==> src/rtl/multiplier_input_conditioner.sv <==
// Board-pin front end for the 8-bit multiplier: synchronizes and debounces the
// keys, turns accepted presses into single-cycle pulses and freezes S while Busy.
module multiplier_input_conditioner #(
    parameter int DB_CYCLES = 50000,
    parameter int CNT_W     = $clog2(DB_CYCLES)
) (
    input  logic       Clk,
    input  logic       Reset,
    input  logic       Run_n,
    input  logic       ClearA_LoadB_n,
    input  logic [7:0] SW,
    input  logic       Busy,
    output logic       Run,
    output logic       ClearA_LoadB,
    output logic [7:0] S,
    output logic       RunLevel,
    output logic       ClrLevel
);

    localparam logic [CNT_W-1:0] CNT_MAX = CNT_W'(DB_CYCLES - 1);

    // Bit 0 is the Run key, bit 1 the ClearA_LoadB key.
    logic [1:0]       key_raw;
    logic [1:0]       key_s1;
    logic [1:0]       key_s2;
    logic [1:0]       stable;
    logic [1:0]       flip;
    logic [1:0]       press;
    logic [CNT_W-1:0] cnt [2];
    logic [7:0]       sw_s1;
    logic [7:0]       sw_s2;

    assign key_raw = {ClearA_LoadB_n, Run_n};

    always_comb begin
        flip  = '0;
        press = '0;
        for (int k = 0; k < 2; k++) begin
            flip[k]  = (key_s2[k] != stable[k]) && (cnt[k] == CNT_MAX);
            press[k] = flip[k] & stable[k];
        end
    end

    always_ff @(posedge Clk or negedge Reset) begin
        if (!Reset) begin
            key_s1 <= 2'b11;
            key_s2 <= 2'b11;
            stable <= 2'b11;
            cnt[0] <= '0;
            cnt[1] <= '0;
        end else begin
            key_s1 <= key_raw;
            key_s2 <= key_s1;
            for (int k = 0; k < 2; k++) begin
                if (key_s2[k] == stable[k]) begin
                    cnt[k] <= '0;
                end else if (flip[k]) begin
                    stable[k] <= key_s2[k];
                    cnt[k]    <= '0;
                end else begin
                    cnt[k] <= cnt[k] + CNT_W'(1);
                end
            end
        end
    end

    // Presses landing while Busy are dropped; Clear beats Run on a tie.
    always_ff @(posedge Clk or negedge Reset) begin
        if (!Reset) begin
            Run          <= 1'b0;
            ClearA_LoadB <= 1'b0;
            sw_s1        <= '0;
            sw_s2        <= '0;
            S            <= '0;
        end else begin
            Run          <= press[0] & ~Busy & ~press[1];
            ClearA_LoadB <= press[1] & ~Busy;
            sw_s1        <= SW;
            sw_s2        <= sw_s1;
            if (!Busy) begin
                S <= sw_s2;
            end
        end
    end

    assign RunLevel = ~stable[0];
    assign ClrLevel = ~stable[1];

endmodule
==> config.mk <==
export PLATFORM = sky130hd
export DESIGN_NAME = multiplier_input_conditioner
export DESIGN_NICKNAME = d
export VERILOG_FILES = /design/src/rtl/multiplier_input_conditioner.sv
export SDC_FILE = /design/constraint.sdc
export NUM_CORES = 1
export LEC_CHECK = 0
export CORE_MARGIN = 2
export CORE_UTILIZATION = 40
export CTS_BUF_LIST = sky130_fd_sc_hd__clkbuf_2 sky130_fd_sc_hd__clkbuf_4 sky130_fd_sc_hd__clkbuf_8
export DETAILED_ROUTE_END_ITERATION = 8
export PLACE_DENSITY_LB_ADDON = 0.08
export SLEW_MARGIN = 20
export SYNTH_ARGS = -nofsm -noshare
export SYNTH_HDL_FRONTEND = slang
export SYNTH_SLANG_ARGS = --single-unit
==> constraint.sdc <==
create_clock -name Clk -period 6.2 [get_ports Clk]
set_clock_uncertainty 0.2 [all_clocks]
set_input_delay 0.62 -clock Clk [delete_from_list [all_inputs] [get_ports Clk]]
set_output_delay 0.62 -clock Clk [all_outputs]
set_load 0.005 [all_outputs]
==> qor.csv <==
metric,value,unit
status,"complete, no violations",
worst-margin pin slew,0.777,ns
r2r worst-path depth,3,
RSZ-0062 raised after global routing,false,
Commonest cells post-synth,"dfrtp_1 (58), nor2_1 (36), xnor2_1 (23)",
cells along the critical path,inv_1 > clkdlybuf4s50_1,
number of H-tree levels,3,
first-pass GRT wire length,7.60,mm
Die X,83.5,microns
Num CTS Buffers,9,
Critical Path AT,1.39,ns
Finished Cell Area,3060,sq um
Post-DP HPWL,2.73,mm
Worst R2R End,stable[0],
# DRC,0,
hold_sp,sw_s1[6],
syn_nets,222,
row cnt,28,
Hold Path Sink,sw_s2[6],
Tmin final,2.21,ns
Max Fanout on Critical Path,3,
fillers,561,
fin nets,255,
Reg2Reg Setup Slack,4.07,ns
Max clock buf depth,2,
sequential cell area,1610,sq um
CP Class,reg -> out,
Max Cap Violations,0,
Antenna Violating Nets Remaining,0,
crit path launch type,flip-flop,
Yosys top cell area share,0.575,
fraction of layout cells with a size suffix above 1,0.151,
# diodes,0,
multi-input logic area,871,sq um
sequential-to-total area share from yosys stat,0.637,
Slew Limit Fails,0,
WL final,4.24,mm
Initial Util,0.419,
"Gates resized, CTS repair",0,
Area Growth Syn to Fin,21.1,%
Post-Syn Area,2520,sq um
vias in the first global route,1580,
setup repair bufs after CTS,0,
post-synth cell types,27,
DRT Pass-1 Iters,4,
Routability Congestion,0.750,
Post-DP Area,2840,sq um
"Reg clk slew, reported paths",0.07,ns
I/O pins,25,
Synth Warn #,0,
Synth Area in Simple Gates,0.185,
CP required,5.38,ns
maximum clock frequency,0.452,GHz
multiplexer share of the synthesized area,0.0461,
reg2reg start,cnt[28],
XOR/XNOR Fraction of Synth Area,0.104,
leakage dissipation,1.24,nW
number of buffers inserted by hold repair at cts,0,
power consumption,0.859,mW
Root Driver,clkbuf_8,
Synth area leader,dfrtp_1,
CTS tree,built,
Top delay family on crit path,flip-flops,
number of antenna violations at the first check in global routing,0,
Post-Synthesis Mean Instance Area,12.2,sq um
Port Buffer Count,24,
Setup-failing EPs final,0,
largest family of logic cells by synthesized area,simple AND/OR/NAND/NOR gates,
WP buf/inv,2,
most common cell in the netlist,dfrtp_1,
ys async rst share,1.00,
Crit path largest cell delay,0.55,ns
placed cells,304,
PwrDens,281,nW/um^2
Post-Syn Instances,207,
fin cells,320,
CP Depth,2,
Initial DRC Count,91,
HP Class,reg -> reg,
largest net degree at the start of global routing,65,
top_reg_cell synth,dfrtp_1,
"FF+latch count, synth",64,
Final Hold Fails,0,
slowest library cell on the worst path,dfstp_2,
CTS Sinks,64,
Worst Hold Depth,0,
Global Route Usage Sum,0.138,
clk_lat worst skew,0.33,ns
fin crit share,0.357,
worst rel slew slack,0.482,
main area contributors after synthesis,"dfrtp_1 (57%), xnor2_1 (8.0%), dfstp_2 (6.2%)",
setup TNS,0,ns
number of synthesized flops with an enable pin,0,
post-synthesis compound-gate area fraction,0,
CORE AREA,6030,sq um
Die ar.,6960,sq um
vias per cell,4.90,
routed wire length per instance,13.3,microns
GRT overflow,0,
Peak VDD IR,161,uV
via count,1568,
critical path capture point type,output port,
Chip Height,83.5,microns
adder-cell share of the synthesized area,0.00991,
Final Core Density,0.507,
-- sequential cells by signal, indices dropped and copies added, names as in the netlist --
| register | count |
|---|---|
| Run | 1 |
| cnt | 32 |
| sw_s1 | 8 |
| S | 8 |
| stable | 2 |
| key_s2 | 2 |
| sw_s2 | 8 |
| key_s1 | 2 |
| ClearA_LoadB | 1 |
-- report_power, final --
group	switching, mW	internal, mW
sequential	0.00832	0.433
clock	0.165	0.210
combinational	0.0187	0.0233
-- metrics by stage --
| step | setup WS [ns] | hold slack [ns] |
|---|---|---|
| after detailed placement | 4.05 | 0.136 |
| after global routing | 3.87 | 0.158 |
| after global placement | 4.05 | 0.132 |
| after CTS | 3.97 | 0.152 |
| after floorplan | 4.13 | 0.124 |
| final | 3.99 | 0.146 |
-- area by class of cell --
type / count / area share
multi-input combinational: 133 / 0.285
tap: 75 / 0.0307
inverter: 7 / 0.00859
timing repair buffer: 25 / 0.0794
clock buffer: 11 / 0.0495
sequential: 64 / 0.526
clock inverter: 5 / 0.0209
-- worst register-to-register path, stage by stage, from the launching register on --
cell	delay [ns]
dfrtp_1	0.42
or4b_1	0.52
or4_4	0.59
mux2_4	0.32
-- cell families (layout without fill, tap and decap cells) --
group                      Yosys count  in the layout
DFF                                 64             64
muxes                               10             10
adders and majority gates            2              2
xor gates and xnor gates            30             30
and+or+nand+nor                     91             91
buffers and inverters               10             48
-- cells in the final DEF (no fill, tap or decap), types with 6 or more instances in the layout --
cell type / n
mux2_2: 9
nand2_1: 8
nand4_1: 8
nor2_1: 36
dfstp_2: 6
inv_1: 7
clkdlybuf4s50_1: 23
xor2_1: 7
clkbuf_8: 11
nor3_1: 9
nor4_1: 8
nand3_1: 10
xnor2_1: 23
dfrtp_1: 58
-- worst max-delay path by stage --
stage | to | slack, ns | start
CTS | ClrLevel | 3.97 | stable[1]
global placement | Run | 4.05 | Busy
global route | cnt[11] | 3.87 | cnt[0]
floorplan | cnt[22] | 4.13 | cnt[28]
detailed placement | Run | 4.05 | Busy
finish | RunLevel | 3.99 | stable[0]
-- per-layer routing --
layer  share of wire  vias to the layer above  GRT usage
li1                -                      771          -
met1            0.53                      761      0.217
met3           0.029                        6     0.0297
met2            0.43                       30      0.180
met5               0                        -          0
met4          0.0099                        0     0.0660
No activity file was read; power rests on OpenSTA's default activity.
